File: config.mk
export PLATFORM = sky130hd
export DESIGN_NAME = signed_division_sequencer
export DESIGN_NICKNAME = d
export VERILOG_FILES = /design/src/rtl/signed_division_sequencer.sv
export SDC_FILE = /design/constraint.sdc
export NUM_CORES = 1
export LEC_CHECK = 0
export BUFFER_PORTS_ARGS = -buffer_cell sky130_fd_sc_hd__buf_2
export CAP_MARGIN = 25
export CORE_MARGIN = 8
export CORE_UTILIZATION = 52
export DETAILED_ROUTE_END_ITERATION = 8
export GPL_ROUTABILITY_DRIVEN = 0
export GPL_TIMING_DRIVEN = 0
export PLACE_DENSITY = 0.8
export SYNTH_ARGS = -nofsm -noshare
export SYNTH_HDL_FRONTEND = slang
export SYNTH_SLANG_ARGS = --single-unit
File: constraint.sdc
create_clock -name aclk -period 2.4 [get_ports aclk]
set_input_delay 0.24 -clock aclk [delete_from_list [all_inputs] [get_ports aclk]]
set_output_delay 0.24 -clock aclk [all_outputs]
set_load 0.01 [all_outputs]
File: src/rtl/signed_division_sequencer.sv
`default_nettype none
// ============================================================================
// Module      : signed_division_sequencer
// Description : Signed front/back end for an unsigned divider. Handles operand
//               magnitudes, truncating sign correction, div-by-zero and timeout.
// Revision    : 1.0 - initial release
// ============================================================================
module signed_division_sequencer #(
  parameter int WIDTH   = 12,
  parameter int TIMEOUT = 64
) (
  input  logic             aclk,
  input  logic             resetn,
  input  logic             s_valid,
  output logic             s_ready,
  input  logic [WIDTH-1:0] s_numerator,
  input  logic [WIDTH-1:0] s_denominator,
  output logic [WIDTH-1:0] div_numerator,
  output logic [WIDTH-1:0] div_denominator,
  output logic             div_data_valid,
  input  logic [WIDTH-1:0] div_quotient,
  input  logic [WIDTH-1:0] div_remainder,
  input  logic             div_data_ready,
  output logic             m_valid,
  input  logic             m_ready,
  output logic [WIDTH-1:0] m_quotient,
  output logic [WIDTH-1:0] m_remainder,
  output logic             m_div0,
  output logic             m_overflow,
  output logic             m_timeout
);

  localparam int               c_CNT_W = $clog2(TIMEOUT) + 1;
  localparam logic [WIDTH-1:0] c_MIN   = {1'b1, {(WIDTH-1){1'b0}}};
  localparam logic [WIDTH-1:0] c_MAX   = {1'b0, {(WIDTH-1){1'b1}}};
  localparam logic [WIDTH-1:0] c_ONE   = {{(WIDTH-1){1'b0}}, 1'b1};
  localparam logic [c_CNT_W-1:0] c_LAST    = c_CNT_W'(TIMEOUT - 1);
  localparam logic [c_CNT_W-1:0] c_CNT_ONE = c_CNT_W'(1);

  typedef enum logic [1:0] {
    ST_IDLE  = 2'd0,
    ST_ISSUE = 2'd1,
    ST_WAIT  = 2'd2,
    ST_OUT   = 2'd3
  } state_t;

  state_t             r_state;
  state_t             w_next;
  logic               r_alive;
  logic               r_num_neg;
  logic               r_den_neg;
  logic [WIDTH-1:0]   r_num_mag;
  logic [WIDTH-1:0]   r_den_mag;
  logic [c_CNT_W-1:0] r_cnt;
  logic [WIDTH-1:0]   r_q;
  logic [WIDTH-1:0]   r_r;
  logic               r_div0;
  logic               r_ovf;
  logic               r_tmo;

  logic               w_accept;
  logic               w_num_neg;
  logic               w_den_neg;
  logic [WIDTH-1:0]   w_num_mag;
  logic [WIDTH-1:0]   w_den_mag;
  logic               w_den_zero;
  logic               w_strobe;
  logic               w_expire;
  logic               w_q_neg;
  logic [WIDTH-1:0]   w_q_res;
  logic [WIDTH-1:0]   w_r_res;
  logic               w_ovf;

  // r_alive keeps s_ready low while in reset and for the release cycle
  assign s_ready        = r_alive && (r_state == ST_IDLE);
  assign div_data_valid = (r_state == ST_ISSUE);
  assign m_valid        = (r_state == ST_OUT);
  assign div_numerator  = r_num_mag;
  assign div_denominator = r_den_mag;
  assign m_quotient     = r_q;
  assign m_remainder    = r_r;
  assign m_div0         = r_div0;
  assign m_overflow     = r_ovf;
  assign m_timeout      = r_tmo;

  assign w_accept   = s_valid && s_ready;
  assign w_num_neg  = s_numerator[WIDTH-1];
  assign w_den_neg  = s_denominator[WIDTH-1];
  assign w_num_mag  = w_num_neg ? (~s_numerator + c_ONE) : s_numerator;
  assign w_den_mag  = w_den_neg ? (~s_denominator + c_ONE) : s_denominator;
  assign w_den_zero = (s_denominator == '0);

  assign w_strobe = (r_state == ST_WAIT) && div_data_ready;
  assign w_expire = (r_state == ST_WAIT) && !div_data_ready && (r_cnt == c_LAST);
  assign w_q_neg  = r_num_neg ^ r_den_neg;

  // A positive quotient of magnitude 2^(W-1) only arises from MIN / -1
  always_comb begin
    w_ovf   = 1'b0;
    w_q_res = div_quotient;
    if (!w_q_neg && (div_quotient == c_MIN)) begin
      w_ovf   = 1'b1;
      w_q_res = c_MAX;
    end else if (w_q_neg) begin
      w_q_res = ~div_quotient + c_ONE;
    end
  end

  assign w_r_res = r_num_neg ? (~div_remainder + c_ONE) : div_remainder;

  always_ff @(posedge aclk or negedge resetn) begin
    if (!resetn) begin
      r_state <= ST_IDLE;
    end else begin
      r_state <= w_next;
    end
  end

  always_comb begin
    w_next = r_state;
    case (r_state)
      ST_IDLE: begin
        if (w_accept) begin
          w_next = w_den_zero ? ST_OUT : ST_ISSUE;
        end
      end
      ST_ISSUE: w_next = ST_WAIT;
      ST_WAIT: begin
        if (w_strobe || w_expire) begin
          w_next = ST_OUT;
        end
      end
      ST_OUT: begin
        if (m_ready) begin
          w_next = ST_IDLE;
        end
      end
      default: w_next = ST_IDLE;
    endcase
  end

  always_ff @(posedge aclk or negedge resetn) begin
    if (!resetn) begin
      r_alive   <= 1'b0;
      r_num_neg <= 1'b0;
      r_den_neg <= 1'b0;
      r_num_mag <= '0;
      r_den_mag <= '0;
      r_cnt     <= '0;
      r_q       <= '0;
      r_r       <= '0;
      r_div0    <= 1'b0;
      r_ovf     <= 1'b0;
      r_tmo     <= 1'b0;
    end else begin
      r_alive <= 1'b1;
      if (w_accept) begin
        r_num_neg <= w_num_neg;
        r_den_neg <= w_den_neg;
        r_num_mag <= w_num_mag;
        r_den_mag <= w_den_mag;
        r_div0    <= w_den_zero;
        r_ovf     <= 1'b0;
        r_tmo     <= 1'b0;
        if (w_den_zero) begin
          r_q <= w_num_neg ? c_MIN : c_MAX;
          r_r <= s_numerator;
        end
      end
      if (r_state == ST_ISSUE) begin
        r_cnt <= '0;
      end else if (r_state == ST_WAIT) begin
        r_cnt <= r_cnt + c_CNT_ONE;
      end
      if (w_strobe) begin
        r_q   <= w_q_res;
        r_r   <= w_r_res;
        r_ovf <= w_ovf;
      end else if (w_expire) begin
        r_tmo <= 1'b1;
        r_q   <= '0;
        r_r   <= '0;
      end
    end
  end

endmodule
`default_nettype wire

Yosys cells after proc, flatten, opt, wreduce, memory -nomap -nowiden
Index checks and enable logic that the tools add are counted.
- register bits after elaboration: 63
- bits of input ports: 53
- output and inout bits: 54
- logic and storage cells: 74
- $add $sub $neg: 5
- equal/unequal tests: 8
- muxes and demuxes: 27
- bitwise gates (word level): 5
- reduce and logical (&&, ||, !) cells: 17
- operators with widths (cell ; number):
    $mux 12 ; 14
    $add 12x1->12 const B ; 4
    $not 12->12 ; 4
    $mux 7 ; 2
    $eq 12x12->1 const B ; 1
    $logic_not 12->1 ; 1
    $mux 2 ; 4
    $pmux 2 s4 ; 1
    $add 7x1->7 const B ; 1
    $eq 7x6->1 const B ; 1
    $logic_and 1x1->1 ; 6
    $mux 1 ; 6
    $reduce_bool 3->1 ; 2
    $eq 2x2->1 const B ; 2
    $ne 2x1->1 const B ; 2
    $reduce_bool 2->1 ; 2
    $reduce_and 3->1 ; 1
    $eq 2x1->1 const B ; 1
    $logic_not 1->1 ; 2
    $logic_not 2->1 ; 1
    $ne 2x2->1 const B ; 1
    $reduce_and 2->1 ; 1
    $logic_or 1x1->1 ; 1
    $xor 1x1->1 ; 1

Logic depth before layout (Yosys ltp)
- word-level depth: 6
- depth in mapped cells: 8
- mapped depth without buffers: 7

Least setup slack after synthesis
OpenSTA, ideal clock, no wires.
- kind: reg2reg
- start point: reg r_state[0]
- end point: reg r_q[2], in the netlist m_quotient[2]
- library setup time: 0.127 ns
- data arrival time: 1.808 ns
- required time: 2.273 ns
- path slack: 0.465 ns
- stages on the path, launching flop included: 9
- path buffers: 2
- period minus slack after synthesis: 1.935 ns
- path through: dfrtp_1 > inv_1 > ha_1 > and2_1 > clkbuf_1 > a31o_2 > buf_2 > a31oi_1 > o32a_2
- cells in the longest elaborated chain, start to end: 5
- elaborated cells between the ends (all ways): 12
- those cells by class: eq/ne: 1; mux: 2; reduce/logical: 9
- RTL lines (element ; line ; RTL):
    start: declaration ; 47 ; state_t r_state;
    start signal: assignment ; 115 ; r_state <= w_next;
    $eq 2x2->1 / $logic_not 2->1 (equally long branches) ; 93, 94, 75 ;
    $logic_and 1x1->1 (on tied branches) ; 94, 75 ;
    $logic_and 1x1->1 (on tied branches) ; 94, 86 ;
    $reduce_bool 3->1 (no source line) / $mux 12 (equally long branches) ; - ;
    $reduce_and 2->1 (no source line) / $mux 12 (equally long branches) ; - ;
    end signal: assignment ; 166 ; r_q <= w_num_neg ? c_MIN : c_MAX;
    end signal: assignment ; 176 ; r_q <= w_q_res;
    end: declaration ; 55 ; logic [WIDTH-1:0] r_q;
Several ways; a longest one is shown, not always the timed one.
A chain may end at the register's enable or synchronous reset.

Worst setup path after layout
Ends and elaborated chain as after synthesis.

==> run_results.csv <==
group,metric,value,unit
status,status,"finished, violations left",
status,violations,"hold timing",
routing,wirelength,9811,um
global_routing,grtUsageTotal,19.66,%
cells_and_area,diodes,0,
routing,via_per_inst,5.553,
sta,hold_viol_final,10,
synth,yosysTopAreaCellShare,42.41,%
synth,seq_area_frac_synth,42.41,%
sta,slew_violations,0,
setup_path,r2r_start,"r_state[0]",
setup_path,cp-start-kind,"flip-flop",
routing,drtIter0Drc,122,
clocking,postCtsHoldBufs,0,
global_routing,overflow,0,
global_routing,grt_pass1_vias,3433,
synth,synth.largest_area_cell,"dfrtp_1",
synth,syn_area_per_cell,9.364,um^2
placement,dp_cells,602,
synth,synth_adder_area_share,3.366,%
sta,tns,0,ps
pwr,p_seq_share,35.4,%
clocking,cts-root-buf,"clkbuf_8",
setup_path,startpoint,"r_state[0]",
routing,drcViolationCount,0,
synth,netlist_instances,397,
setup_path,cp_max_fo,9,
clocking,numCtsBuffers,9,
sta,setup-violations-final,0,
placement,portBuffers,106,
cells_and_area,area_growth,23.22,%
pwr,swShare,39.06,%
cells_and_area,final_cells,617,
cells_and_area,drive_gt1_share,27.41,%
synth,synth_area_leaders,"dfrtp_1 42%, o21ai_0 6.5%, nand2_1 5.9%, xor2_1 5.2%, ha_1 3.4%",
routing,vias,3426,
synth,syn_area,0.003717,mm^2
sta,max_freq,0.4590,GHz
pwr,power.density,1084,mW/mm^2
clocking,numClockSinks,63,
setup_path,critical_path_required,2610,ps
routing,ant_nets,0,
sta,rsz0062_at_grt,"no",
clocking,cts_tree,"yes",
synth,yosys_warnings,0,
synth,synth_top_family_by_area,"compound AO/OA/AOI/OAI gates",
placement,dpl_cell_area,0.004374,mm^2
pwr,ir_drop,0.5192,mV
synth,synthXorXnorAreaFrac,8.482,%
synth,ys_ff_latch,63,
die,row_count,31,
synth,synth_cell_type_count,62,
routing,drt_first_pass_iters,4,
setup_path,cp-end-kind,"flip-flop",
sta,worst_pin_slew,772.9,ps
die,coreArea,0.007098,mm^2
clocking,clockBufferDepth,2,
synth,synth_compound_area_share,22.55,%
global_routing,grt_max_degree,64,
synth,synth_ff_type,"dfrtp_1",
setup_path,worst_ep_arrival_time,2390,ps
synth,synthMuxAreaShare,2.188,%
clocking,clk_pin_slew,80,ps
sta,slew_headroom,48.00,%
synth,yosysMostFrequentCell,"dfrtp_1",
die,boundaryPins,107,
sta,fin_crit,2178,ps
cells_and_area,fin_nets,576,
die,die_x,100.6,um
pwr,clkPwrFrac,19.5,%
sta,skew,6.519,ps
setup_path,crit_type,"reg2reg",
synth,yosys-top-cells-count,"63 x dfrtp_1, 58 x nand2_1, 48 x o21ai_0",
global_routing,antenna_found_initial,0,
pwr,combPwrFrac,45.1,%
die,dieArea,0.01011,mm^2
pwr,p_int,3.025,mW
placement,dp_hpwl,7595,um
sta,fin_crit_sh,90.77,%
die,initial_core_util,52.37,%
pwr,switchingPower,1.939,mW
synth,synth-async-reset-ratio,100.0,%
synth,synth_fp_nets,460,
global_routing,grt_pass1_wl,16130,um
cells_and_area,final_cell_area,0.004581,mm^2
pwr,total_power,4.965,mW
sta,hold_ws,-14.82,ps
routing,wl_per_cell,15.90,um
clocking,clk_latency,330,ps
synth,synthSimpleGateAreaFrac,16.56,%
job,max-cap-violations,0,
synth,synth_edf_count,0,
die,die_h,100.6,um
clocking,htree_num_levels,3,
pwr,p_leak,2.193,nW
hold_path,hp-class,"in2async",
## critical path, cell delays in order (launching register included)
cell	delay, ps
dfrtp_1	420
inv_1	130
ha_1	260
and2_1	360
a31o_2	150
buf_2	210
a31oi_1	120
o32a_2	410
## stage by stage
stage	setup WS, ps	util (%)
2_1_floorplan	465.3	-
3_3_place_gp	146.8	61.59
3_5_place_dp	139.3	61.63
4_1_cts	108.7	64.57
5_1_grt	118.0	64.53
6_report	221.5	64.53
## per-layer routing
layer  up-vias  global-route usage [%]  share of wire (%)
li1       1670                       -                  -
met1      1652                   23.76                 44
met2        87                   32.92                 49
met3        17                   4.420                5.2
met4         0                   8.140                1.9
met5         -                       0                  0
## final timing paths
kind,slack [ps],depth (start not counted),end
setup reg to reg,220,7,m_quotient[2]
setup / recovery,220,7,m_quotient[2]
hold / removal,-10,1,div_denominator[4]
min in group aclk,200,3,m_remainder[0]
hold reg to reg,470,2,div_numerator[3]
max in group asynchronous,1890,1,div_numerator[9]
## cell type report
cell class / instances / area, um^2
Clock buffer: 13 / 168.9
Tap cell: 99 / 123.9
Inverter: 14 / 52.55
Fill cell: 616 / 2517
Sequential cell: 63 / 1577
Timing Repair Buffer: 106 / 533.0
Buffer: 19 / 106.4
Clock inverter: 3 / 40.04
Multi-Input combinational cell: 300 / 1979
## repair_timing
action,4_1_cts,5_1_grt
buffers inserted,0,0
resized for setup,0,2
endpoints found under the setup margin,0,14
## cell families after synthesis
kind of cell    count (synthesis)
compound gates                125
xor+xnor                       36
fa+ha+maj                      10
buf+inv                        34
flops                          63
mux                             8
other cells                     1
simple gates                  120
## cells in the final DEF (no fill, tap or decap), types with 3 or more instances in the layout
master / n
clkbuf_1: 12
o22ai_1: 8
buf_2: 107
nor2b_1: 3
o21ai_0: 48
a31oi_1: 4
xor2_1: 22
nand2b_1: 5
xnor2_1: 14
a2bb2oi_1: 13
o211ai_1: 3
nand2_1: 58
inv_1: 14
a21oi_1: 11
ha_1: 10
nand3_1: 5
clkbuf_8: 14
or3_1: 5
nor3_1: 4
nor4_1: 3
o32a_1: 3
dfrtp_1: 63
o31ai_1: 8
a22o_1: 3
nor2_1: 13
o21ai_1: 3
o41ai_1: 4
mux2i_1: 7
and3_1: 5
## state kept, by name, summed over array words and instances (netlist names), 2 cells and up
register,flops
div_denominator,12
div_numerator,12
m_quotient,12
m_remainder,12
r_cnt,7
r_state,2
## power by group through the flow
stage                     Clock, mW  Combinational (mW)  Sequential [mW]
after global placement            0                2.20             1.75
final                         0.966                2.24             1.76
after global routing           1.03                2.52             1.81
after detailed placement          0                2.26             1.77
after CTS                     0.978                2.27             1.76
after floorplan                   0                1.26             1.92
Power figures use the tool's default switching activity.
